<file path="config.mk">
export PLATFORM = sky130hd
export DESIGN_NAME = rr_arb4_ctrl
export DESIGN_NICKNAME = d
export VERILOG_FILES = /design/src/rtl/arb_pkg.sv /design/src/rtl/rr_prio_enc4.sv /design/src/rtl/rr_arb4_ctrl.sv
export SDC_FILE = /design/constraint.sdc
export NUM_CORES = 1
export LEC_CHECK = 0
export ABC_AREA = 0
export CORE_MARGIN = 5
export CORE_UTILIZATION = 40
export DETAILED_ROUTE_END_ITERATION = 10
export GPL_TIMING_DRIVEN = 0
export SLEW_MARGIN = 15
export SYNTH_ARGS = -nofsm -noshare
export SYNTH_HDL_FRONTEND = slang
export SYNTH_SLANG_ARGS = --single-unit
</file>
<file path="constraint.sdc">
create_clock -name clk -period 2.1 [get_ports clk]
set_input_delay 0.42 -clock clk [delete_from_list [all_inputs] [get_ports clk]]
set_output_delay 0.42 -clock clk [all_outputs]
set_load 0.02 [all_outputs]
</file>
<file path="src/rtl/arb_pkg.sv">
// Shared types and sizes for the 4-way round-robin arbiter.
package arb_pkg;

  localparam int unsigned N_REQ = 4;
  localparam int unsigned ID_W  = 2;

  typedef enum logic {
    IDLE = 1'b0,
    BUSY = 1'b1
  } state_t;

endpackage

</file>
<file path="src/rtl/rr_prio_enc4.sv">
// Round-robin winner search: scans ptr+1, ptr+2, ptr+3, ptr and picks the first set request.
module rr_prio_enc4
  import arb_pkg::*;
(
  input  logic [N_REQ-1:0] req,
  input  logic [ID_W-1:0]  ptr,
  output logic [ID_W-1:0]  idx,
  output logic             any
);

  always_comb begin
    idx = '0;
    any = 1'b0;
    // 2-bit addition wraps modulo 4, giving the rotating scan order
    for (int unsigned i = 1; i <= N_REQ; i++) begin
      if (!any && req[ptr + ID_W'(i)]) begin
        idx = ptr + ID_W'(i);
        any = 1'b1;
      end
    end
  end

endmodule

</file>
<file path="src/rtl/rr_arb4_ctrl.sv">
// Four-requester round-robin arbiter with registered one-hot grant and optional hold-time limit.
module rr_arb4_ctrl
  import arb_pkg::*;
#(
  parameter int unsigned MAX_HOLD = 15,
  parameter int unsigned HOLD_W   = 4
) (
  input  logic             clk,
  input  logic             rst,
  input  logic [N_REQ-1:0] req,
  input  logic             done,
  output logic [N_REQ-1:0] grant,
  output logic [ID_W-1:0]  gnt_id,
  output logic             gnt_valid,
  output logic             timeout
);

  localparam logic [HOLD_W-1:0] HOLD_SAT = '1;
  localparam logic [HOLD_W-1:0] HOLD_LIM = HOLD_W'((MAX_HOLD == 0) ? 0 : MAX_HOLD - 1);

  state_t             state, state_nx;
  logic [N_REQ-1:0]   grant_nx;
  logic [ID_W-1:0]    id_nx, ptr, ptr_nx, win;
  logic [HOLD_W-1:0]  hold, hold_nx;
  logic               to_nx, any, cut, norm;

  rr_prio_enc4 u_enc (
    .req (req),
    .ptr (ptr),
    .idx (win),
    .any (any)
  );

  assign gnt_valid = |grant;

  always_ff @(posedge clk or posedge rst) begin
    if (rst) begin
      state   <= IDLE;
      grant   <= '0;
      gnt_id  <= '0;
      timeout <= 1'b0;
      hold    <= '0;
      ptr     <= ID_W'(N_REQ - 1);
    end else begin
      state   <= state_nx;
      grant   <= grant_nx;
      gnt_id  <= id_nx;
      timeout <= to_nx;
      hold    <= hold_nx;
      ptr     <= ptr_nx;
    end
  end

  always_comb begin
    state_nx = state;
    grant_nx = grant;
    id_nx    = gnt_id;
    ptr_nx   = ptr;
    hold_nx  = hold;
    to_nx    = 1'b0;
    cut      = 1'b0;
    norm     = 1'b0;
    case (state)
      IDLE: begin
        if (any) begin
          state_nx = BUSY;
          grant_nx = N_REQ'(1) << win;
          id_nx    = win;
          ptr_nx   = win;
          hold_nx  = '0;
        end
      end
      BUSY: begin
        cut  = (MAX_HOLD != 0) && (hold == HOLD_LIM);
        norm = done || !req[gnt_id];
        if (norm || cut) begin
          state_nx = IDLE;
          grant_nx = '0;
          id_nx    = '0;
          // a normal release in the same cycle as the limit wins: no pulse
          to_nx    = cut && !norm;
        end else if (hold != HOLD_SAT) begin
          hold_nx = hold + HOLD_W'(1);
        end
      end
      default: state_nx = IDLE;
    endcase
  end

endmodule

</file>
== Yosys cells after proc, flatten, opt, wreduce, memory -nomap -nowiden ==
Cells that the tools add are included.

* Register bits after elaboration: 14
* Word-level logic and storage cells: 71

* Add/sub/neg operators: 4
* Magnitude comparators: 5
* Equal/unequal tests: 6
* Shift operators: 1
* Multiplexer cells: 33
* Bitwise gates (word level): 1
* Reductions and logical operators: 15

{| class="wikitable"
|+ Operators by type and width
! kind !! number
|-
| 4-bit 2-to-1 mux || 5
|-
| 4-bit case mux with 2 select lines || 2
|-
| 2-bit by 3-bit less-than comparator with 1-bit output (second input constant) || 5
|-
| 1-bit 2-to-1 mux || 13
|-
| 2-bit 2-to-1 mux || 6
|-
| 1-bit binary-select mux with 2-bit select || 5
|-
| 1-bit zero test || 5
|-
| 2-bit adder (second input constant) || 2
|-
| 4-bit by 1-bit adder with 4-bit output (second input constant) || 1
|-
| 4-bit == test (second input constant) || 1
|-
| 1-bit logical AND || 4
|-
| 2-bit by 1-bit inequality test with 1-bit output (second input constant) || 2
|-
| 2-bit inequality test (second input constant) || 2
|-
| 4-bit inequality test (second input constant) || 1
|-
| 2-bit case mux with 2 select lines || 1
|-
| 2-bit AND reduction || 2
|-
| 4-bit OR reduction || 1
|-
| 1-bit by 2-bit left shift with 4-bit output (first input constant) || 1
|-
| 3-bit AND reduction || 1
|-
| 2-bit by 1-bit adder with 2-bit output (second input constant) || 1
|-
| 1-bit logical OR || 2
|-
| 1-bit case mux with 2 select lines || 1
|-
| 1-bit NOT || 1
|}

== Logic depth before layout (Yosys ltp) ==
Gate-level depths: netlist of the first run.

* Depth in word-level cells: 16
* Gate-level depth with buffers: 6
* Mapped depth without buffers: 6

== Hierarchy ==
A second synthesis of the first run with hierarchy kept.

* Cell total of the unflattened synthesis: 84
* Area total of the unflattened synthesis: 827.0 µm²

{| class="wikitable"
|+ By module, submodules not included
! module !! times used !! cells an instance !! area each (µm²)
|-
| rr_arb4_ctrl || 1 || 70 || 735.7
|-
| rr_prio_enc4 || 1 || 14 || 91.3
|}

== Least setup slack after synthesis of the first run ==
OpenSTA, ideal clock, no wires.

* Path type: register -> register
* Start point: register gnt_id[1]
* End point: register hold[3]
* Setup time: 0.135 ns
* Arrival time: 1.452 ns
* Path slack: 0.513 ns
* Cell stages (with the launch flop): 5
* Path buffers: 0
* Period minus slack after synthesis: 1.587 ns
* Cells stage by stage: dfrtp_1 or3b_1 o22a_4 o311ai_1 o31ai_1

* Cells in the longest elaborated chain, start to end: 7

{| class="wikitable"
|+ RTL lines
! element !! line !! text
|-
| start: declaration || rr_arb4_ctrl.sv:13 || <nowiki>output logic [ID_W-1:0] gnt_id,</nowiki>
|-
| start signal: assignment || rr_arb4_ctrl.sv:47 || <nowiki>gnt_id <= id_nx;</nowiki>
|-
| 1-bit binary-select mux with 2-bit select || rr_arb4_ctrl.sv:75 || <nowiki>norm = done || !req[gnt_id];</nowiki>
|-
| 1-bit 2-to-1 mux (implied by the code) || rr_arb4_ctrl.sv:75 ||
|-
| 1-bit zero test || rr_arb4_ctrl.sv:75 ||
|-
| 1-bit logical OR || rr_arb4_ctrl.sv:75 ||
|-
| 1-bit logical OR || rr_arb4_ctrl.sv:76 || <nowiki>if (norm || cut) begin</nowiki>
|-
| 2-bit inequality test (no line) || -- ||
|-
| 3-bit AND reduction (no line) || -- ||
|-
| end signal: assignment || rr_arb4_ctrl.sv:49 || <nowiki>hold <= hold_nx;</nowiki>
|-
| end: declaration || rr_arb4_ctrl.sv:24 || <nowiki>logic [HOLD_W-1:0] hold, hold_nx;</nowiki>
|}

No other way between the ends. The select of a mux whose other input is x is not followed.
A chain may end at the register's enable or synchronous reset.

== Final worst setup path of the first run ==
* Start point: register grant[1]
* End point: output gnt_valid

* Cells in the longest elaborated chain, start to end: 1

{| class="wikitable"
|+ RTL lines
! element !! line !! text
|-
| start: declaration || rr_arb4_ctrl.sv:12 || <nowiki>output logic [N_REQ-1:0] grant,</nowiki>
|-
| start signal: assignment || rr_arb4_ctrl.sv:46 || <nowiki>grant <= grant_nx;</nowiki>
|-
| 4-bit OR reduction || rr_arb4_ctrl.sv:34 || <nowiki>assign gnt_valid = |grant;</nowiki>
|-
| end: declaration || rr_arb4_ctrl.sv:14 || <nowiki>output logic gnt_valid,</nowiki>
|}

No other way between the ends.

==> impl_results.md, run 1 <==
- Status: finished, final reports clean
- Synth unique cells: 35
- CP Class: reg2out
- Gpl congestion: 0.7791
- Setup Skew: 3.590 ps
- DR DRC count: 0
- Ports: 15
- Largest delay contributor family on the critical path: simple AND/OR/NAND/NOR gates
- Die Height: 54.81 µm
- Final min period: 1981 ps
- # setup viols final: 0
- Synth top area cells: dfrtp_1 (37%), dfstp_2 (6.5%), nand2_1 (3.7%)
- Mapped Area: 803.3 µm²
- Syn Inst Count: 82
- CTS tree: done
- Int Pwr: 769.4 µW
- Hold Crit Class: in2async
- # diodes: 0
- Initial antenna violation count: 0
- Slew Limit Headroom: 64.91%
- Synthesized net count: 91
- RSZ-0062 raised after global routing: no
- Clock network power share: 15.4%
- Maximum clock path buffer count: 2
- Fin. Hold Viols: 0
- TNS Setup: 0 ps
- Seq/Total Area, Yosys: 43.93%
- GRT Overall Usage: 14.90%
- Yosys reg bits: 14
- Drt via density: 5.685
- Number of global-route vias before repair: 684
- Critical path, cell by cell: or4_1 > dlygate4sd2_1
- Max incr delay on CP: 520 ps
- Post-CTS Setup Bufs: 0
- Synth top area share: 37.38%
- Worst-Skew Late Latency: 280 ps
- Largest net degree at the start of global routing: 15
- Total clock sinks: 14
- Crit Path Max Fanout: 4
- First-pass GRT wire length: 3.174 mm
- Reg power frac: 36.1%
- Dpl hpwl: 1.366 mm
- Die Area: 0.003004 mm²
- Pwr/cell area: 1263 mW/mm²
- Final WL: 1.929 mm
- Net Sw Power: 516.6 µW
- Total of max-cap violations: 0
- Number of port buffers: 14
- Nets: 110
- F_max: 504.8 MHz
- Worst endpoint required time: 1680 ps
- Count of pins over their slew limit: 0
- Row count: 16
- Die width: 54.81 µm
- Initial DRC count: 23
- CP Launch Type: flip-flop
- Main flop type after synthesis: dfrtp_1
- Leakage: 0.4373 nW
- Worst path buffer plus inverter count: 1
- Synth warnings: 0
- Post-synth EDFFs: 0
- Initial Util: 41.37%
- Core ar.: 0.001942 mm²
- Inserted Clock Buffers: 3
- Fin crit share: 94.34%
- Via Count: 722
- Mean Syn Cell Area: 9.796 µm²
- Tot Pwr: 1.286 mW
- Drt pass-1 iters: 4
- Fraction of layout cells with a size suffix above 1: 10.00%
- Post-synth top cells: dfrtp_1 (12), nand2_1 (8), nand3_1 (5)
- Sw Ratio: 40.17%
- Hold Buf Count CTS: 0
- Worst Tran Pin Value: 525.8 ps
- P&R area growth vs syn: 26.79%
- Peak VDD IR: 565.6 µV
- Clock Pin Slew Worst Setup and Hold Paths: 90 ps
- Worst Setup End Kind: output port
- Gate power share: 48.4%
- Top cell type by total area after synthesis: dfrtp_1
- CTS Root Cell: clkbuf_4
- Async SR Flop Fraction: 100.0%
- Count leader, synth: dfrtp_1
- Worst endpoint data arrival time: 1560 ps
- Post-detailed-route wirelength per cell: 15.19 µm
- H-Tree Depth: 1
- Global route overflow: 0
- Final ANT Viol Nets: 0
- Max stage delay cell, worst path: or4_1
stage by stage:
stage	utilization (%)	setup WS, ps	area (µm²)	cells	hold slack, ps
after floorplan	-	513.1	803.3	82	307.8
after global placement	50.32	-198.3	977.2	123	482.9
after detailed placement	50.32	-223.7	977.2	123	490.0
after CTS	52.13	108.7	1012	127	497.5
after global routing	52.45	74.76	1018	127	540.6
final	52.45	119.0	1018	127	476.6
placed cells by master, fill, tap and decap left out, drive strengths merged:
cell type       n
a211o           1
a21o            1
a21oi           3
a22o            2
a22oi           1
a31oi           2
a32o            1
and2            2
buf             1
clkbuf          4
clkdlybuf4s50  13
dfrtp          12
dfstp           2
dlygate4sd2     1
ha              2
inv             3
mux2            1
mux2i           2
nand2           8
nand2b          4
nand3           5
nand3b          2
nor2            3
nor3            3
nor3b           2
nor4            1
o211a           1
o211ai          2
o21ai           3
o22a            2
o22ai           1
o2bb2ai         1
o311ai          1
o31ai           2
or3             2
or3b            1
or4             2
cell families (layout without fill, tap and decap cells):
family	Yosys count	in the layout	share of synthesized area, %
AO/OA/AOI/OAI	24	24	22.90
AND/OR/NAND/NOR	35	35	23.83
adder cells (fa/ha/maj)	2	2	3.115
flip-flops	14	14	43.93
multiplexers	3	3	3.894
buffers and inverters	4	22	2.337
layer usage:
layer  GRT usage (%)  routed length [µm]  vias to the layer above
met4           4.979                   0                        0
met2           23.62                 954                       18
met3           2.452                  98                        0
met1           20.30                 876                      354
li1                -                   -                      350
met5               0                   0                        -
final cells by class:
class                      count  area [µm²]
sequential                    14       352.8
timing repair buffer          14       138.9
inverter                       3       11.26
fill                         191       923.4
buffer                         1       7.507
tap                           27       33.78
clock buffer                   4       36.28
multi-input combinational     64       437.9
power groups by stage:
| stage | Combinational [mW] | Clock [mW] | Sequential (mW) |
|---|---|---|---|
| after detailed placement | 0.642 | 0 | 0.469 |
| after global routing | 0.677 | 0.213 | 0.483 |
| after floorplan | 0.351 | 0 | 0.508 |
| final | 0.623 | 0.199 | 0.465 |
| after CTS | 0.631 | 0.203 | 0.464 |
| after global placement | 0.635 | 0 | 0.464 |
flip-flops by register name (all words and copies together) (netlist names):
register  cells
state         1
ptr           2
timeout       1
grant         4
hold          4
gnt_id        2
worst register-to-register path, delay by kind of cell, from the launching register on:
| family | cells | cell delay [ps] |
|---|---|---|
| compound gates | 3 | 710 |
| flops | 1 | 340 |
| simple gates | 1 | 400 |
| buf+inv | 1 | 160 |
final timing paths:
path	start	endpoint	slack [ps]	depth (start not counted)
max in group asynchronous	rst	ptr[0]	1260	2
max	grant[1]	gnt_valid	120	2
min reg2reg	ptr[1]	ptr[1]	500	2
min in group clk	ptr[1]	ptr[1]	500	2
max reg2reg	state	hold[3]	380	5
min	rst	grant[3]	480	2
repair_timing:
action,4_1_cts,5_1_grt
endpoints found under the setup margin,1,1
cloned,0,0
resized for setup,1,1
(Power assumes the default switching activity.)
==> run 2: changes to the inputs <==
- CAP_MARGIN: unset -> 20
- PLACE_DENSITY_LB_ADDON: unset -> 0.3
==> impl_results.md, run 2 (synthesized netlist as in run 1, its figures left out) <==
- Status: finished, final reports clean
- Die Height: 54.81 µm
- First-pass GRT wire length: 3.091 mm
- R2R cell count: 5
- Cell area after layout: 0.001002 mm²
- Critical path, cell by cell: clkdlybuf4s50_1 > nor4_1 > nor2_1 > a32o_1
- Initial Util: 41.37%
- Reg power frac: 37.1%
- Placed Instance Area: 977.2 µm²
- Peak VDD IR: 483.5 µV
- Total clock sinks: 14
- Flop2flop setup slack: 390 ps
- Drt via density: 5.614
- Fraction of layout cells with a size suffix above 1: 8.000%
- Number of global-route vias before repair: 728
- Drt pass-1 iters: 4
- Total of max-cap violations: 0
- Dpl hpwl: 1.329 mm
- Multi-input gate area: 431.7 µm²
- CP Launch Type: primary input
- Layout fillers: 182
- Largest delay contributor family on the critical path: simple AND/OR/NAND/NOR gates
- DR DRC count: 0
- Crit Path Max Fanout: 7
- Final WL: 1.829 mm
- CTS Root Cell: clkbuf_4
- Hold Buf Count CTS: 0
- Worst path buffer plus inverter count: 1
- Setup Skew: 0.8279 ps
- Post-detailed-route wirelength per cell: 14.40 µm
- P&R area growth vs syn: 24.77%
- Fin. Hold Viols: 0
- F_max: 506.5 MHz
- Gate power share: 49.9%
- Final ANT Viol Nets: 0
- Net Sw Power: 509.3 µW
- Worst endpoint required time: 2270 ps
- Max stage delay cell, worst path: nor4_1
- Worst Tran Pin Value: 626.2 ps
- Die width: 54.81 µm
- Stages on the worst setup path: 4
- Largest net degree at the start of global routing: 15
- Int Pwr: 737.1 µW
- CTS tree: done
- Setup crit end: grant[3]
- Most common cell after layout, fill and taps aside: clkdlybuf4s50_1
- Slew Limit Headroom: 57.87%
- Hold Crit Class: in2async
- Via Count: 713
- Inserted Clock Buffers: 3
- Worst endpoint data arrival time: 2150 ps
- Worst R2R End: gnt_id[0]
- CP Class: in2reg
- CTS resizes: 1
- Leakage: 0.4309 nW
- Count of pins over their slew limit: 0
- Clock network power share: 13.0%
- Worst R2R Start: state
- Clock Pin Slew Worst Setup and Hold Paths: 80 ps
- Gpl congestion: 0.8031
- Nets: 110
- Worst Setup End Kind: flip-flop
- Post-CTS Setup Bufs: 0
- Initial antenna violation count: 0
- Worst setup path startpoint: req[3]
- Core ar.: 0.001942 mm²
- Final min period: 1974 ps
- Initial DRC count: 12
- Row count: 16
- Ports: 15
- Maximum clock path buffer count: 2
- GRT Overall Usage: 14.34%
- Number of port buffers: 14
- Worst-Skew Late Latency: 280 ps
- Post-route setup slack: 125.7 ps
- Die Area: 0.003004 mm²
- Fin crit share: 94.02%
- Pre-CTS setup slack: -179.6 ps
- Biggest regs: grant: 4 flops, hold: 4 flops
- Pwr/cell area: 1244 mW/mm²
- Max incr delay on CP: 620 ps
- Sw Ratio: 40.86%
- Global route overflow: 0
- RSZ-0062 raised after global routing: no
- Seq. cell area: 352.8 µm²
- H-Tree Depth: 1
- Most frequent cells in the layout: clkdlybuf4s50_1 (13), dfrtp_1 (12), nand2_1 (8)
- # setup viols final: 0
- # diodes: 0
run 2: layout make-up:
| type | count | area share, % |
|---|---|---|
| inverters | 3 | 1.124 |
| repair buffers | 14 | 13.86 |
| plain buffers | 1 | 0.7491 |
| well taps | 27 | 3.371 |
| multi-input cells | 64 | 43.07 |
| clock buffers | 4 | 2.622 |
| flip-flops and latches | 14 | 35.21 |
run 2: metal layers:
metal | global-route usage [%] | vias up | share of wire (%)
li1 | - | 349 | -
met1 | 17.33 | 334 | 45
met2 | 24.21 | 26 | 47
met3 | 2.997 | 4 | 6.7
met4 | 6.224 | 0 | 1.5
met5 | 0 | - | 0
run 2: worst min path at each step:
stage	from	end	slack (ps)	cells after the start
floorplan	rst	gnt_id[0]	310	1
global placement	ptr[1]	ptr[1]	480	2
detailed placement	ptr[1]	ptr[1]	500	2
CTS	rst	state	510	2
global route	rst	grant[0]	530	2
finish	rst	gnt_id[0]	470	2
run 2: power groups by stage:
stage / combinational (mW) / sequential [mW] / clock [mW]
floorplan: 0.351 / 0.508 / 0
finish: 0.622 / 0.463 / 0.162
CTS: 0.628 / 0.461 / 0.163
detailed placement: 0.641 / 0.467 / 0
global route: 0.676 / 0.478 / 0.182
global placement: 0.626 / 0.461 / 0
run 2: stage by stage:
step	TNS, ps	power, mW	utilization (%)	cells	hold WS [ps]
after floorplan	0	0.8594	-	82	307.8
after global placement	-1093	1.087	50.32	123	481.7
after detailed placement	-938.2	1.108	50.32	123	503.0
after CTS	0	1.252	51.61	127	506.3
after global routing	0	1.336	51.61	127	531.1
final	0	1.246	51.61	127	471.8
